$ cat config.mk
export PLATFORM = sky130hd
export DESIGN_NAME = accel_cfg_ctrl
export DESIGN_NICKNAME = d
export VERILOG_FILES = /design/src/rtl/accel_cfg_ctrl.sv
export SDC_FILE = /design/constraint.sdc
export NUM_CORES = 1
export LEC_CHECK = 0
export CORE_MARGIN = 2
export CORE_UTILIZATION = 53
export CTS_BUF_LIST = sky130_fd_sc_hd__clkbuf_16
export DETAILED_ROUTE_END_ITERATION = 8
export MAX_ROUTING_LAYER = met4
export PLACE_DENSITY = 0.88
export SYNTH_ARGS = -nofsm -noshare
export SYNTH_HDL_FRONTEND = slang
export SYNTH_SLANG_ARGS = --single-unit
$ cat constraint.sdc
create_clock -name clk -period 5.5 [get_ports clk]
set_input_delay 1.375 -clock clk [delete_from_list [all_inputs] [get_ports clk]]
set_output_delay 1.375 -clock clk [all_outputs]
set_load 0.005 [all_outputs]
$ cat src/rtl/accel_cfg_ctrl.sv
// Multi-channel accelerator config/control front-end on the internal memory bus.
// Splits config/data space, holds per-channel control/status, runs launch FSMs, raises a maskable irq.
module accel_cfg_ctrl #(
  parameter int unsigned DATA_WIDTH     = 32,
  parameter int unsigned INT_ADDR_WIDTH = 20,
  parameter int unsigned N_CH           = 2,
  parameter int unsigned CTRL_WORDS     = 2,
  parameter int unsigned STAT_WORDS     = 2,
  parameter int unsigned CNT_WIDTH      = 32
) (
  input  logic                                     clk,
  input  logic                                     rst_n,
  input  logic                                     mem_req_i,
  input  logic [INT_ADDR_WIDTH-1:0]                mem_addr_i,
  input  logic                                     mem_we_i,
  input  logic [DATA_WIDTH/8-1:0]                  mem_be_i,
  input  logic [DATA_WIDTH-1:0]                    mem_wdata_i,
  output logic [DATA_WIDTH-1:0]                    mem_rdata_o,
  output logic                                     acc_mem_en_o,
  output logic [INT_ADDR_WIDTH-2:0]                acc_mem_addr_o,
  output logic                                     acc_mem_we_o,
  output logic [DATA_WIDTH/8-1:0]                  acc_mem_be_o,
  output logic [DATA_WIDTH-1:0]                    acc_mem_wdata_o,
  input  logic [DATA_WIDTH-1:0]                    acc_mem_rdata_i,
  output logic [N_CH-1:0]                          acc_start_o,
  output logic [N_CH-1:0]                          acc_abort_o,
  input  logic [N_CH-1:0]                          acc_done_i,
  input  logic [4*N_CH-1:0]                        acc_err_i,
  output logic [N_CH*CTRL_WORDS*DATA_WIDTH-1:0]    acc_cfg_o,
  output logic                                     irq_o
);
  localparam int unsigned BE_W   = DATA_WIDTH / 8;
  localparam int unsigned WORD_W = INT_ADDR_WIDTH - 3;
  localparam int unsigned BLK_W  = $clog2(CTRL_WORDS + STAT_WORDS);

  typedef enum logic [1:0] {ST_IDLE = 2'd0, ST_RUN = 2'd1, ST_DONE = 2'd2} state_e;

  if (DATA_WIDTH < 32 || (DATA_WIDTH % 8) != 0) begin : g_bad_dw
    $error("DATA_WIDTH must be a multiple of 8 and at least 32");
  end
  if (N_CH < 1 || N_CH > 8) begin : g_bad_nch
    $error("N_CH must be in 1..8");
  end
  if (CTRL_WORDS < 1 || STAT_WORDS < 2) begin : g_bad_words
    $error("need CTRL_WORDS >= 1 and STAT_WORDS >= 2");
  end
  if (CNT_WIDTH > DATA_WIDTH || CNT_WIDTH < 1) begin : g_bad_cnt
    $error("CNT_WIDTH must not exceed DATA_WIDTH");
  end

  logic [DATA_WIDTH-1:0] r_ctrl [N_CH][CTRL_WORDS];
  state_e                r_state [N_CH];
  logic [3:0]            r_err [N_CH];
  logic [N_CH-1:0]       r_done;
  logic [CNT_WIDTH-1:0]  r_cnt [N_CH];
  logic [N_CH-1:0]       r_irq_pend;
  logic [N_CH-1:0]       r_irq_en;
  logic                  r_irq;
  logic [N_CH-1:0]       r_start;
  logic [N_CH-1:0]       r_abort;
  logic [DATA_WIDTH-1:0] r_cfg_rdata;
  logic                  r_sel_data;

  logic                  w_cfg_wr;
  logic                  w_cfg_rd;
  logic [WORD_W-1:0]     w_word;
  int unsigned           w_blk;
  int unsigned           w_off;
  logic [DATA_WIDTH-1:0] w_wmask;
  logic [DATA_WIDTH-1:0] w_rdata;
  logic                  w_ctrl_wr [N_CH][CTRL_WORDS];
  logic [DATA_WIDTH-1:0] w_ctrl_next [N_CH][CTRL_WORDS];
  logic [DATA_WIDTH-1:0] w_ctrl_view [N_CH][CTRL_WORDS];
  logic [N_CH-1:0]       w_start_req;
  logic [N_CH-1:0]       w_abort_req;
  logic [N_CH-1:0]       w_pend_set;
  logic [N_CH-1:0]       w_pend_clr;
  logic                  w_en_wr;
  logic                  w_unused;

  assign w_unused = &{1'b0, mem_addr_i[1:0]};

  // Data-space pass-through with the space-select MSB stripped
  assign acc_mem_en_o    = mem_req_i & mem_addr_i[INT_ADDR_WIDTH-1];
  assign acc_mem_addr_o  = mem_addr_i[INT_ADDR_WIDTH-2:0];
  assign acc_mem_we_o    = mem_we_i;
  assign acc_mem_be_o    = mem_be_i;
  assign acc_mem_wdata_o = mem_wdata_i;

  assign w_cfg_wr = mem_req_i & ~mem_addr_i[INT_ADDR_WIDTH-1] & mem_we_i;
  assign w_cfg_rd = mem_req_i & ~mem_addr_i[INT_ADDR_WIDTH-1] & ~mem_we_i;
  assign w_word   = mem_addr_i[INT_ADDR_WIDTH-2:2];
  assign w_blk    = 32'(w_word >> BLK_W);
  assign w_off    = 32'(w_word[BLK_W-1:0]);
  assign w_en_wr  = w_cfg_wr && (w_blk == 0) && (w_off == 1);

  always_comb begin
    for (int unsigned b = 0; b < BE_W; b++) begin
      w_wmask[8*b +: 8] = {8{mem_be_i[b]}};
    end
  end

  // Control decode; START/ABORT are never stored, START reads back as the RUN state
  always_comb begin
    for (int unsigned c = 0; c < N_CH; c++) begin
      for (int unsigned k = 0; k < CTRL_WORDS; k++) begin
        w_ctrl_wr[c][k]   = w_cfg_wr && (w_blk == c + 1) && (w_off == k);
        w_ctrl_next[c][k] = (r_ctrl[c][k] & ~w_wmask) | (mem_wdata_i & w_wmask);
        w_ctrl_view[c][k] = r_ctrl[c][k];
        if (k == 0) begin
          w_ctrl_next[c][k][1:0] = 2'b00;
          w_ctrl_view[c][k][1:0] = {1'b0, r_state[c] == ST_RUN};
        end
      end
      w_start_req[c] = w_ctrl_wr[c][0] & mem_be_i[0] & mem_wdata_i[0];
      w_abort_req[c] = w_ctrl_wr[c][0] & mem_be_i[0] & mem_wdata_i[1];
      w_pend_set[c]  = (r_state[c] == ST_RUN) & acc_done_i[c];
    end
    w_pend_clr = '0;
    if (w_cfg_wr && (w_blk == 0) && (w_off == 0)) begin
      w_pend_clr = mem_wdata_i[N_CH-1:0] & w_wmask[N_CH-1:0];
    end
  end

  always_comb begin
    acc_cfg_o = '0;
    for (int unsigned c = 0; c < N_CH; c++) begin
      for (int unsigned k = 0; k < CTRL_WORDS; k++) begin
        acc_cfg_o[(c*CTRL_WORDS+k)*DATA_WIDTH +: DATA_WIDTH] = w_ctrl_view[c][k];
      end
    end
  end

  // Config read mux; unmapped words read 0
  always_comb begin
    w_rdata = '0;
    if (w_blk == 0) begin
      if (w_off == 0)      w_rdata = DATA_WIDTH'(r_irq_pend);
      else if (w_off == 1) w_rdata = DATA_WIDTH'(r_irq_en);
    end
    for (int unsigned c = 0; c < N_CH; c++) begin
      if (w_blk == c + 1) begin
        for (int unsigned k = 0; k < CTRL_WORDS; k++) begin
          if (w_off == k) w_rdata = w_ctrl_view[c][k];
        end
        if (w_off == CTRL_WORDS) begin
          w_rdata = DATA_WIDTH'({r_state[c] == ST_RUN, r_done[c], r_err[c], 2'b00, 2'(r_state[c])});
        end else if (w_off == CTRL_WORDS + 1) begin
          w_rdata = DATA_WIDTH'(r_cnt[c]);
        end
      end
    end
  end

  assign mem_rdata_o = r_sel_data ? acc_mem_rdata_i : r_cfg_rdata;
  assign acc_start_o = r_start;
  assign acc_abort_o = r_abort;
  assign irq_o       = r_irq;

  always_ff @(posedge clk or negedge rst_n) begin
    if (!rst_n) begin
      r_irq_pend  <= '0;
      r_irq_en    <= '0;
      r_irq       <= 1'b0;
      r_start     <= '0;
      r_abort     <= '0;
      r_done      <= '0;
      r_cfg_rdata <= '0;
      r_sel_data  <= 1'b0;
      for (int unsigned c = 0; c < N_CH; c++) begin
        r_state[c] <= ST_IDLE;
        r_err[c]   <= 4'h0;
        r_cnt[c]   <= '0;
        for (int unsigned k = 0; k < CTRL_WORDS; k++) r_ctrl[c][k] <= '0;
      end
    end else begin
      r_sel_data  <= mem_req_i & mem_addr_i[INT_ADDR_WIDTH-1];
      r_cfg_rdata <= w_cfg_rd ? w_rdata : '0;
      // A hardware set beats a same-cycle write-1-to-clear
      r_irq_pend  <= (r_irq_pend & ~w_pend_clr) | w_pend_set;
      if (w_en_wr) r_irq_en <= (r_irq_en & ~w_wmask[N_CH-1:0]) | (mem_wdata_i[N_CH-1:0] & w_wmask[N_CH-1:0]);
      r_irq <= |(r_irq_pend & r_irq_en);
      for (int unsigned c = 0; c < N_CH; c++) begin
        r_start[c] <= 1'b0;
        r_abort[c] <= 1'b0;
        for (int unsigned k = 0; k < CTRL_WORDS; k++) begin
          if (w_ctrl_wr[c][k]) r_ctrl[c][k] <= w_ctrl_next[c][k];
        end
        case (r_state[c])
          ST_RUN: begin
            if (r_cnt[c] != {CNT_WIDTH{1'b1}}) r_cnt[c] <= r_cnt[c] + CNT_WIDTH'(1);
            if (acc_done_i[c]) begin
              r_state[c] <= ST_DONE;
              r_err[c]   <= acc_err_i[4*c +: 4];
              r_done[c]  <= 1'b1;
            end else if (w_abort_req[c]) begin
              r_state[c] <= ST_IDLE;
              r_err[c]   <= 4'hF;
              r_abort[c] <= 1'b1;
            end
          end
          default: begin
            if (w_start_req[c]) begin
              r_state[c] <= ST_RUN;
              r_start[c] <= 1'b1;
              r_done[c]  <= 1'b0;
              r_cnt[c]   <= '0;
            end
          end
        endcase
      end
    end
  end
endmodule

**Word level (Yosys, flattened, before mapping)**

Index checks and enable logic that the tools add are counted.

- $add $sub $neg: 2
- $mul: 0
- Divide/modulo/power cells: 0
- Magnitude comparators: 0
- Equality and inequality tests: 15
- Shifts and indexed selects: 0
- Muxes and demuxes: 50
- Bitwise operators: 32
- Reduce and logical (&&, ||, !) cells: 24

Operator list:

| kind | number |
|---|---|
| two-way mux 32 bit | 20 |
| bitwise AND 32 bit | 5 |
| OR 32 bit | 4 |
| adder 32 x 1 -> 32 bit (second input constant) | 2 |
| zero test 32 bit | 2 |
| != test 32 bit (second input constant) | 2 |
| NOT 32 bit | 1 |
| two-way mux 2 bit | 10 |
| two-way mux 1 bit | 16 |
| two-way mux 4 bit | 4 |
| AND reduction 2 bit | 8 |
| == test 15 x 1 -> 1 bit (second input constant) | 1 |
| == test 15 x 2 -> 1 bit (second input constant) | 1 |
| bitwise AND 1 bit | 12 |
| logical AND 1 bit | 9 |
| bitwise AND 2 bit | 4 |
| nonzero test 2 bit | 4 |
| == test 2 x 1 -> 1 bit (second input constant) | 3 |
| != test 3 x 2 -> 1 bit (second input constant) | 2 |
| == test 2 bit (second input constant) | 2 |
| != test 2 x 1 -> 1 bit (second input constant) | 2 |
| != test 2 bit (second input constant) | 2 |
| NOT 2 bit | 2 |
| OR 2 bit | 2 |
| 2 further kinds | 3 |

- Register bits after elaboration: 244
- Latch bits: 0
- Memory bits (writable): 0
- Memory bits (read-only): 0
- Output and inout bits: 222
- Word-level logic and storage cells: 142
- Memories kept: 0

**Depth between registers and ports, before layout**

- Depth after elaboration: 15
- Mapped depth: 10

**Worst setup path after synthesis**

OpenSTA, ideal clock, no wires.

- Kind: input -> register
- Start: input mem_addr_i[9]
- End: register with a tool-made name
- Library setup time: 128 ps
- Arrival: 3,107 ps
- Required time: 5,372 ps
- Slack: 2,265 ps
- Stages: 6
- Path buffers: 0
- Cells stage by stage: nor4_1 nand4_1 or3b_1 nor2_1 nand2_1 mux2_1

RTL lines:

| element | line | text |
|---|---|---|
| from (decl) | 14 | `input logic [INT_ADDR_WIDTH-1:0] mem_addr_i,` |

**Worst setup path after layout**

- Start: input mem_wdata_i[13]
- End: output acc_mem_wdata_o[13]

RTL lines:

| element | line | text |
|---|---|---|
| from (decl) | 17 | `input logic [DATA_WIDTH-1:0] mem_wdata_i,` |
| to (decl) | 23 | `output logic [DATA_WIDTH-1:0] acc_mem_wdata_o,` |

No word-level cell between the ends.

==> results.cfg <==
[run_status]
status = complete, no violations

[clock_network]
clock-sinks = 244
cts_setup_buffers = 0
cts_buffers = 26
clk_latency_ps = 530
cts_buffer_depth = 3
ctsResizeCount = 0
root_buffer = clkbuf_16
htree_levels = 1
tritoncts = yes
hold_buffers = 0
clkSlewWorstSetupHoldPaths_ps = 60

[min_path]
hold_class = register to register
holdPathStages = 1
min-delay-start = r_err[5]
min_to = r_err[5]

[yosys]
netlist.area_leader.share_pct = 48.8
synth_cells = 1132
postSynth.asyncResetShare_pct = 100
synth_flop_cell = dfrtp_1
synth_area_mm2 = 0.0125
ys_types = 64
ys_ff_latch = 244
synth_top_cell_by_area = dfrtp_1
yosys-top-cells-area = dfrtp_1 49%, mux2_2 15%, buf_4 3.5%, mux2i_1 3.4%, nand2_1 3.0%
synth_edf_count = 0
syn_area_per_cell_um2 = 11.1
synth-warning-count = 0
yosysSeqAreaShare_pct = 48.8

[floorplan]
die_area_mm2 = 0.0249
floorplan.rows = 56
die_h_um = 158
die_w_um = 158
core_area_mm2 = 0.0233
start_util_pct = 53.7
io-pin-count = 324

[global_routing]
grt_pass1_wl_um = 60100
antenna_found_initial = 0
gr-total-overflow = 0
grt_usage_pct = 32.5
grt_max_degree = 140
grt_pass1_vias = 10135

[sta]
rsz0062_at_grt = false
period_share_pct = 73.3
hold_viol = 0
drv_slew = 0
finalClockSkew_ps = 10.9
max_freq_mhz = 248
timing.hold.ws_ps = 493
setup_viol = 0
tightest_slew_ps = 1080
period_minus_slack_ps = 4030
relSlewSlack_pct = 27.7
tns_ps = 0

[worst_setup_path]
cp.arrival_ps = 2660
crit_fanout = 5
cp_slowest_stage_delay_ps = 690
slowest_stage = clkdlybuf4s50_1
r2r_end = r_cnt[4]
path_common_cell = clkdlybuf4s50_1
cp.required_ps = 4120
cp_num_buf_inv = 2
r2r_start = r_cnt[1]
cp-end-kind = output pin
r2r_setup_slack_ps = 2560
ff2ff_path_depth = 7
crit_type = input pin to output pin
cp_top_family = buffers and inverters
start_kind = input pin
crit_chain = clkdlybuf4s50_1 -> clkdlybuf4s50_1

[routing]
routed-via-count = 10535
wl_met1_um = 15200
met2_length_um = 19500
maxUsedRoutingLayer = met4
wl_met3_um = 3520
drc = 0
routedWlPerCell_um = 23.3
antenna_left = 0
via_per_inst = 6.13
drt_iter0_markers = 1637
wl_um = 40100
dr.pass1.iters = 6

[power]
p_leak_uw = 0.00717
ir_worst_vdd_mv = 0.195
powerDensity_mw_per_mm2 = 244

[job]
maxCapViolations = 0

[placement]
place_congestion = 0.951
placedCellCount = 1671
dp_hpwl_um = 29200
portBuffers = 317

[finish]
areaGrowthSynthToFinish_pct = 30.7
antenna_cells = 0
fin_cells = 1719
fin_nets = 1484
finish.utilization_pct = 70.1
drive_gt1_share_pct = 17.9
Yosys cell counts, types with 20 or more instances:
cell	instances
a21oi_1	20
a22oi_1	22
and3_1	20
buf_4	59
clkbuf_1	34
dfrtp_1	244
mux2_2	167
mux2i_1	42
nand2_1	100
nand3_1	29
nand4_1	23
nor2_1	88
nor3_1	25
o21ai_0	56
xnor2_1	26
xor2_1	26
routing by layer:
layer	vias to the layer above	GRT usage (%)
li1	4525	-
met1	5200	42.6
met2	675	50.8
met3	135	5.61
met4	0	12.7
met5	-	-
how the worst max path moves through the flow:
stage / start / to / slack [ps] / depth (start not counted)
after floorplan: mem_addr_i[9] / register / 2270 / 6
after global placement: mem_addr_i[9] / register / 1140 / 7
after detailed placement: mem_addr_i[9] / register / 1060 / 7
after CTS: r_sel_data / mem_rdata_o[19] / 1450 / 3
after global routing: mem_addr_i[17] / register / 1280 / 7
final: mem_wdata_i[13] / acc_mem_wdata_o[13] / 1470 / 2
through the flow:
step	area, um^2	setup WS (ps)	total power, uW
floorplan	12500	2270	2090
global placement	15500	1140	2300
detailed placement	15500	1060	2310
CTS	16400	1450	4000
global route	16400	1280	4120
finish	16400	1470	3990
placed cells by master (no fill, tap or decap), types with 27 or more instances in the layout:
cell             netlist  layout
clkbuf_16              0      27
clkdlybuf4s50_1        0     314
dfrtp_1              244     244
mux2_2               167     167
mux2i_1               42      42
nand2_1              100     100
nand3_1               29      29
nor2_1                88      87
o21ai_0               56      56
final cells by class:
cell class	instances	area [um^2]
clock buffer	27	676
clock inverter	21	150
fill	1628	6970
inverter	11	41.3
multi-input combinational	769	5730
sequential	244	6110
tap	319	399
timing repair buffer	328	3250
where the power goes:
part,internal [uW],switching (uW),leakage (uW)
Clock,979,721,0.000423
Sequential,1840,59.6,0.00330
Combinational,197,196,0.00345
cell families after synthesis:
group           share of synthesized area [%]
simple gates                             14.0
flops                                    48.8
mux                                      20.6
compound gates                           7.21
buf+inv                                  5.53
xor+xnor                                 3.64
fa+ha+maj                               0.200
other cells                            0.0300
No activity file was read; power rests on OpenSTA's default activity.
